### config.mk
export PLATFORM = sky130hd
export DESIGN_NAME = boot_shadow_sequencer
export DESIGN_NICKNAME = d
export VERILOG_FILES = /design/src/rtl/boot_shadow_sequencer.sv
export SDC_FILE = /design/constraint.sdc
export NUM_CORES = 1
export LEC_CHECK = 0
export CAP_MARGIN = 20
export CORE_AREA = 3 3 62 64
export CTS_CLUSTER_DIAMETER = 100
export DETAILED_ROUTE_END_ITERATION = 16
export DIE_AREA = 0 0 65 67
export PLACE_DENSITY = 0.82
export RECOVER_POWER = 25
export SLEW_MARGIN = 0
export SYNTH_ARGS = -nofsm -noshare
export SYNTH_HDL_FRONTEND = slang
export SYNTH_SLANG_ARGS = --single-unit
export TNS_END_PERCENT = 30
### constraint.sdc
create_clock -name clock -period 2.1 [get_ports clock]
set_clock_uncertainty 0.1 [all_clocks]
set_input_delay 0.315 -clock clock [delete_from_list [all_inputs] [get_ports clock]]
set_output_delay 0.315 -clock clock [all_outputs]
set_load 0.01 [all_outputs]
### src/rtl/boot_shadow_sequencer.sv
// boot_shadow_sequencer
// Copies COPY_LEN bytes from boot EEPROM into RAM at power-up while holding
// the CPU in reset, keeps the CPU in reset for HOLD_CYCLES more clocks, then
// hands the bus to the CPU and decodes its address into device strobes.
//
// Ports
//   clock, reset_n          system clock, async active-low reset
//   cpu_address, cpu_rw     CPU address bus and read(1)/write(0)
//   copy_restart            one-clock pulse, re-runs the copy when in RUN
//   bus_address, bus_own    sequencer-driven address and bus ownership
//   cpu_be, cpu_res_n       CPU bus enable (~bus_own) and CPU reset (low)
//   ram_*/eeprom_*/via/acia active-low device strobes
//   busy, done              copy in progress / CPU running
//
// state | meaning
// SETUP | present address idx, EEPROM driving data
// WR_LO | RAM write strobe low
// WR_HI | write strobe released, address/data still held
// NEXT  | terminal compare on idx, else advance
// HOLD  | bus released, CPU still in reset for HOLD_CYCLES clocks
// RUN   | CPU running, address decode active
module boot_shadow_sequencer #(
  parameter int COPY_LEN    = 8192,
  parameter int HOLD_CYCLES = 4,
  parameter bit SHADOW_WP   = 1'b1
) (
  input  logic        clock,
  input  logic        reset_n,
  input  logic [15:0] cpu_address,
  input  logic        cpu_rw,
  input  logic        copy_restart,
  output logic [15:0] bus_address,
  output logic        bus_own,
  output logic        cpu_be,
  output logic        cpu_res_n,
  output logic        ram_cs_n,
  output logic        ram_we_n,
  output logic        ram_oe_n,
  output logic        eeprom_cs_n,
  output logic        eeprom_oe_n,
  output logic        via_ce_n,
  output logic        acia_ce_n,
  output logic        busy,
  output logic        done
);

  typedef enum logic [2:0] {
    SETUP = 3'd0,
    WR_LO = 3'd1,
    WR_HI = 3'd2,
    NEXT  = 3'd3,
    HOLD  = 3'd4,
    RUN   = 3'd5
  } state_e;

  localparam logic [12:0] IDX_LAST  = 13'(COPY_LEN - 1);
  localparam logic [7:0]  HCNT_LAST = 8'(HOLD_CYCLES - 1);

  state_e      state_q, state_d;
  logic [12:0] idx_q, idx_d;
  logic [7:0]  hcnt_q, hcnt_d;

  logic in_shadow, sel_ram, sel_via, sel_acia;

  always_ff @(posedge clock or negedge reset_n) begin
    if (!reset_n) begin
      state_q <= SETUP;
      idx_q   <= '0;
      hcnt_q  <= '0;
    end else begin
      state_q <= state_d;
      idx_q   <= idx_d;
      hcnt_q  <= hcnt_d;
    end
  end

  // Terminal compare happens before the increment, so idx never wraps.
  always_comb begin
    state_d = state_q;
    idx_d   = idx_q;
    hcnt_d  = hcnt_q;
    case (state_q)
      SETUP: state_d = WR_LO;
      WR_LO: state_d = WR_HI;
      WR_HI: state_d = NEXT;
      NEXT: begin
        if (idx_q == IDX_LAST) begin
          state_d = HOLD;
          hcnt_d  = '0;
        end else begin
          state_d = SETUP;
          idx_d   = idx_q + 13'd1;
        end
      end
      HOLD: begin
        hcnt_d = hcnt_q + 8'd1;
        if (hcnt_q == HCNT_LAST) state_d = RUN;
      end
      RUN: begin
        if (copy_restart) begin
          state_d = SETUP;
          idx_d   = '0;
        end
      end
      default: begin
        state_d = SETUP;
        idx_d   = '0;
      end
    endcase
  end

  assign in_shadow = (cpu_address[15:13] == 3'b111);
  assign sel_ram   = ~cpu_address[15] | in_shadow;
  assign sel_via   = (cpu_address[15:12] == 4'h8);
  assign sel_acia  = (cpu_address[15:12] == 4'h9);

  always_comb begin
    bus_address = 16'h0000;
    bus_own     = 1'b0;
    cpu_res_n   = 1'b0;
    busy        = 1'b0;
    done        = 1'b0;
    ram_cs_n    = 1'b1;
    ram_we_n    = 1'b1;
    ram_oe_n    = 1'b1;
    eeprom_cs_n = 1'b1;
    eeprom_oe_n = 1'b1;
    via_ce_n    = 1'b1;
    acia_ce_n   = 1'b1;
    case (state_q)
      SETUP, WR_LO, WR_HI, NEXT: begin
        bus_own     = 1'b1;
        busy        = 1'b1;
        bus_address = {3'b000, idx_q};
        eeprom_cs_n = 1'b0;
        eeprom_oe_n = 1'b0;
        ram_cs_n    = 1'b0;
        ram_we_n    = (state_q != WR_LO);
      end
      RUN: begin
        cpu_res_n = 1'b1;
        done      = 1'b1;
        via_ce_n  = ~sel_via;
        acia_ce_n = ~sel_acia;
        if (sel_ram) begin
          ram_cs_n = 1'b0;
          ram_oe_n = ~cpu_rw;
          // Shadowed boot image is read-only to the CPU when protected.
          ram_we_n = cpu_rw | (SHADOW_WP & in_shadow);
        end
      end
      default: ;
    endcase
  end

  assign cpu_be = ~bus_own;

endmodule

Yosys cells after proc, flatten, opt, wreduce, memory -nomap -nowiden
Cells that the tools add are included.

Bits in registers: 24. Output and inout port bits: 28. Input port bits: 20. Word-level logic and storage cells: 56.

Bitwise gates (word level): 8. Mux-type cells: 21. Equal/unequal tests: 15. Reductions and logical operators: 7. $add $sub $neg: 2.

Operators by type and width (number): 2-to-1 mux 13 bit (3); one-hot mux 13 bit (3 select lines) (1); one-hot mux 3 bit (6 select lines) (1); one-hot mux 8 bit (2 select lines) (1); adder 13 x 1 -> 13 bit, second input constant (1); equality test 13 bit, second input constant (1); equality test 3 bit, second input constant (3); 2-to-1 mux 1 bit (9); 2-to-1 mux 3 bit (3); adder 8 x 1 -> 8 bit, second input constant (1); equality test 4 bit, second input constant (2); equality test 8 x 2 -> 1 bit, second input constant (1); 2-to-1 mux 8 bit (1); inequality test 2 bit, second input constant (4); OR reduction 4 bit (2); equality test 3 x 2 -> 1 bit, second input constant (2); NOT 1 bit (6); one-hot mux 1 bit (2 select lines) (2); AND reduction 2 bit (2); equality test 3 x 1 -> 1 bit, second input constant (1); zero test 3 bit (1); inequality test 3 x 1 -> 1 bit, second input constant (1); AND reduction 3 bit (1); OR 1 bit (2); nonzero test 2 bit (1).

Depth between registers and ports, before layout
Depth after elaboration: 4. Depth in mapped cells: 6. Depth with buffers taken out: 5.

Worst setup path before layout
No wires, ideal clock.

Path kind: reg-to-reg. From: register idx_q[0]. To: register hcnt_q[3]. Data arrival time: 1.614 ns. Slack: 0.262 ns. Stages on the path, launching flop included: 7. Library setup time: 0.124 ns. Path buffers: 1. Period minus slack after synthesis: 1.838 ns. Required time: 1.876 ns. Cells stage by stage: dfrtp_1 > ha_1 > nand4_4 > nor4_4 > buf_6 > nor2_2 > a211o_1.

Cells in the longest elaborated chain, start to end: 3.

Ends and longest elaborated chain: start: declaration (line 60) `logic [12:0] idx_q, idx_d;`; start signal: assignment (line 72) `idx_q <= idx_d;`; equality test 13 bit (line 87) `if (idx_q == IDX_LAST) begin`; inequality test 2 bit (no source line); AND reduction 2 bit (no source line); end signal: assignment (line 73) `hcnt_q <= hcnt_d;`; end: declaration (line 61) `logic [7:0] hcnt_q, hcnt_d;`.

No other way between the ends. A chain may end at the register's enable or synchronous reset.

Worst setup path after layout
From: register state_q[2]. To: output bus_address[5].

Cells in the longest elaborated chain, start to end: 3. Elaborated cells on any way between the ends: 6. Those cells by class: 3 x eq/ne; 1 x mux; 2 x reduce/logical.

Ends and longest elaborated chain: start: declaration (line 59) `state_e state_q, state_d;`; start signal: assignment (line 71) `state_q <= state_d;`; equality test 3 x 2 -> 1 bit, or another cell as far along (line 130) `case (state_q)`; OR reduction 4 bit * (line 130); 2-to-1 mux 13 bit * (line 130); end: declaration (line 32) `output logic [15:0] bus_address,`.

Every way passes the cells marked *; elsewhere a longest branch is shown, timed or not.

==> results.ini <==
[run_status]
outcome = completed

[power]
vdd_drop_max_v = 0.0007444
clock_power_share_pct = 22.0
p_sw_share_pct = 34.22
p_sw_mw = 0.5375
powerDensity_nw_per_um2 = 771.1
p_int_mw = 1.033
pwr-share-seq_pct = 38.9
p_total_mw = 1.571
comb_power_share_pct = 39.1
p_leak_nw = 0.9339

[route]
drt_first_pass_iters = 4
vias_per_cell = 5.426
drt-total-wl_mm = 3.735
ant_nets = 0
drt-initial-drc-count = 114
drc_errors = 0
post_drt_wl_per_cell_um = 14.59
dr_total_vias = 1389

[timing]
relSlewSlack_pct = 11.66
max_freq_ghz = 0.4931
worst_pin_slew_ns = 1.325
period_minus_slack_ns = 2.028
setup_ws_ns = 0.07204
hold_viol_final = 0
fin_crit_sh_pct = 96.57
final_max_slew_viol_count = 0
rsz0062_at_grt = true
setup_viol = 0

[die]
die_y_um = 67
num_rows = 21
ioPinCount = 48
initial_core_util_pct = 47.24
die_area_um2 = 4355
core_area_um2 = 3337
die_w_um = 65

[placed_design]
place.gp.congestion = 0.8832
place_area_um2 = 1962
port_buffers = 32
place_ws_ns = -0.1143
hpwl_mm = 2.664
dp_cells = 252

[cts]
cts_buffers = 3
h-tree-depth = 1
tritoncts = built
clk_latency_ns = 0.33
cts_setup_buffers = 0
hold_buffers = 0
cts.path.max_buffers = 2
clockRootBuffer = clkbuf_4
path_clk_slew_ns = 0.14
clock-sinks = 24

[grt]
grt_first_pass_wirelength_mm = 6.175
overflow = 0
grt_busiest_layer = met2
antenna_found_initial = 0
grt_pass1_vias = 1355
grt.met2_usage_pct = 31.67
gr-usage-met3_pct = 4.384
grt_max_degree = 26
met1_usage_pct = 22.19
grt_usage_pct = 17.98

[setup_path]
worst_ep_arrival_time_ns = 1.61
crit_path_cell_trace = buf_12 > nor2b_1 > clkdlybuf4s50_1
worstSetupStartpointType = flip-flop
crit_type = reg -> out
cpMaxStageDelayCell = clkdlybuf4s50_1
max_stage_delay_ns = 0.54
critPathMaxFanout = 25
setup.worst_path.end_class = primary output
worst_ep_required_time_ns = 1.68

[synth]
synth_seq_cells = 24
yosysUniqueCellTypes = 48
yosys_warnings = 0
synthFlopType = dfrtp_1
syn_avg_cell_area_um2 = 8.907
synth-edff-count = 0
netlist_instances = 177
synthArstFlopShare_pct = 100.0
synth_seq_area_share_pct = 38.10
synth.cell_area_um2 = 1577

[layout]
n_antenna_cell = 0
drive_above_1_share_pct = 13.33
syn_to_final_growth_pct = 29.21
nNetsFinal = 233
fillCellCount = 306
design_area_um2 = 2037
final_common_cell = dfrtp_1
final_cell_mix = dfrtp_1 (24), clkdlybuf4s50_1 (19), nand2_1 (16)
finalNonFillerCells = 256

[hold_path]
hold_path_class = reg -> reg

[run]
drv_cap = 0

final timing paths:
kind / endpoint / slack (ns) / from / cells past startpoint
max: bus_address[5] / 0.07 / state_q[2] / 3
min: hcnt_q[0] / 0.43 / hcnt_q[0] / 1
max reg2reg: idx_q[5] / 0.14 / idx_q[0] / 6
min in group asynchronous: hcnt_q[1] / 0.68 / reset_n / 2
max in group asynchronous: idx_q[1] / 0.45 / reset_n / 2
min reg2reg: hcnt_q[0] / 0.43 / hcnt_q[0] / 1
per-stage QoR:
step,utilization (%),hold slack (ns),TNS (ns)
2_1_floorplan,-,-0.08059,0
3_3_place_gp,58.79,0.3955,-0.08105
3_5_place_dp,58.79,0.4153,-0.1772
4_1_cts,60.37,0.2151,0
5_1_grt,61.04,0.4564,-0.04281
6_report,61.04,0.4298,0
critical path: cells and delay by family (launching register included):
family / cells / cell delay [ns]
buffers and inverters: 2 / 0.71
and+or+nand+nor: 1 / 0.13
DFF: 1 / 0.44
cell usage after synthesis, types with 2 or more instances:
library cell	n	area [um2]
xnor2_1	3	26.28
a31oi_1	4	25.02
mux2_2	2	22.52
o22ai_1	2	12.51
o31ai_1	6	45.04
nor2_1	11	41.29
nand3_1	7	35.03
nand2b_1	2	12.51
nand2_1	16	60.06
o21a_1	2	15.01
nand4_1	5	31.28
nand3b_1	2	15.01
nor4b_1	2	17.52
dfrtp_1	24	600.6
a211o_1	2	17.52
buf_4	8	60.06
nor2b_1	12	75.07
nor4_1	3	18.77
nor3_1	6	30.03
inv_1	4	15.01
clkbuf_1	5	18.77
and3_1	5	31.28
ha_1	2	25.02
o22a_1	2	17.52
a21oi_1	4	20.02
buf_2	4	20.02
o21ai_0	10	50.05
and2_1	2	12.51
power by group through the flow:
stage	clock [mW]	combinational (mW)	sequential, mW
CTS	0.359	0.621	0.605
global route	0.376	0.677	0.619
global placement	0	0.607	0.611
detailed placement	0	0.618	0.613
finish	0.346	0.614	0.611
floorplan	0	0.383	0.590
cell families after synthesis:
kind of cell	count (synthesis)	share of synthesized area (%)
compound gates	39	16.98
xor+xnor	3	1.667
fa+ha+maj	2	1.587
buf+inv	22	7.937
flops	24	38.10
mux	3	2.063
other cells	1	0.2379
simple gates	83	31.43
timing repair:
action / 4_1_cts / 5_1_grt
gates resized for setup: 8 / 8
pin swaps: 1 / 0
endpoints found under the setup margin: 6 / 8
endpoints found under the hold margin: 0 / 0
sequential cells by signal, summed over array words and instances, names as in the netlist:
signal	cells
hcnt_q	8
state_q	3
idx_q	13
layout make-up:
class                      instances  area [um2]  share of cell area (%)
clock inverter                     1       30.03                   1.474
timing repair buffer              45       435.4                   21.38
sequential                        24       600.6                   29.48
inverter                           4       15.01                  0.7371
clock buffer                       3       22.52                   1.106
multi-input combinational        133       875.8                   43.00
tap                               46       57.56                   2.826
routing by layer:
| layer | share of wire [%] | routed length [um] |
|---|---|---|
| met1 | 45 | 1665 |
| met2 | 53 | 1970 |
| met3 | 2.5 | 94 |
| met4 | 0.11 | 4 |
| met5 | 0 | 0 |
(Power assumes the default switching activity.)
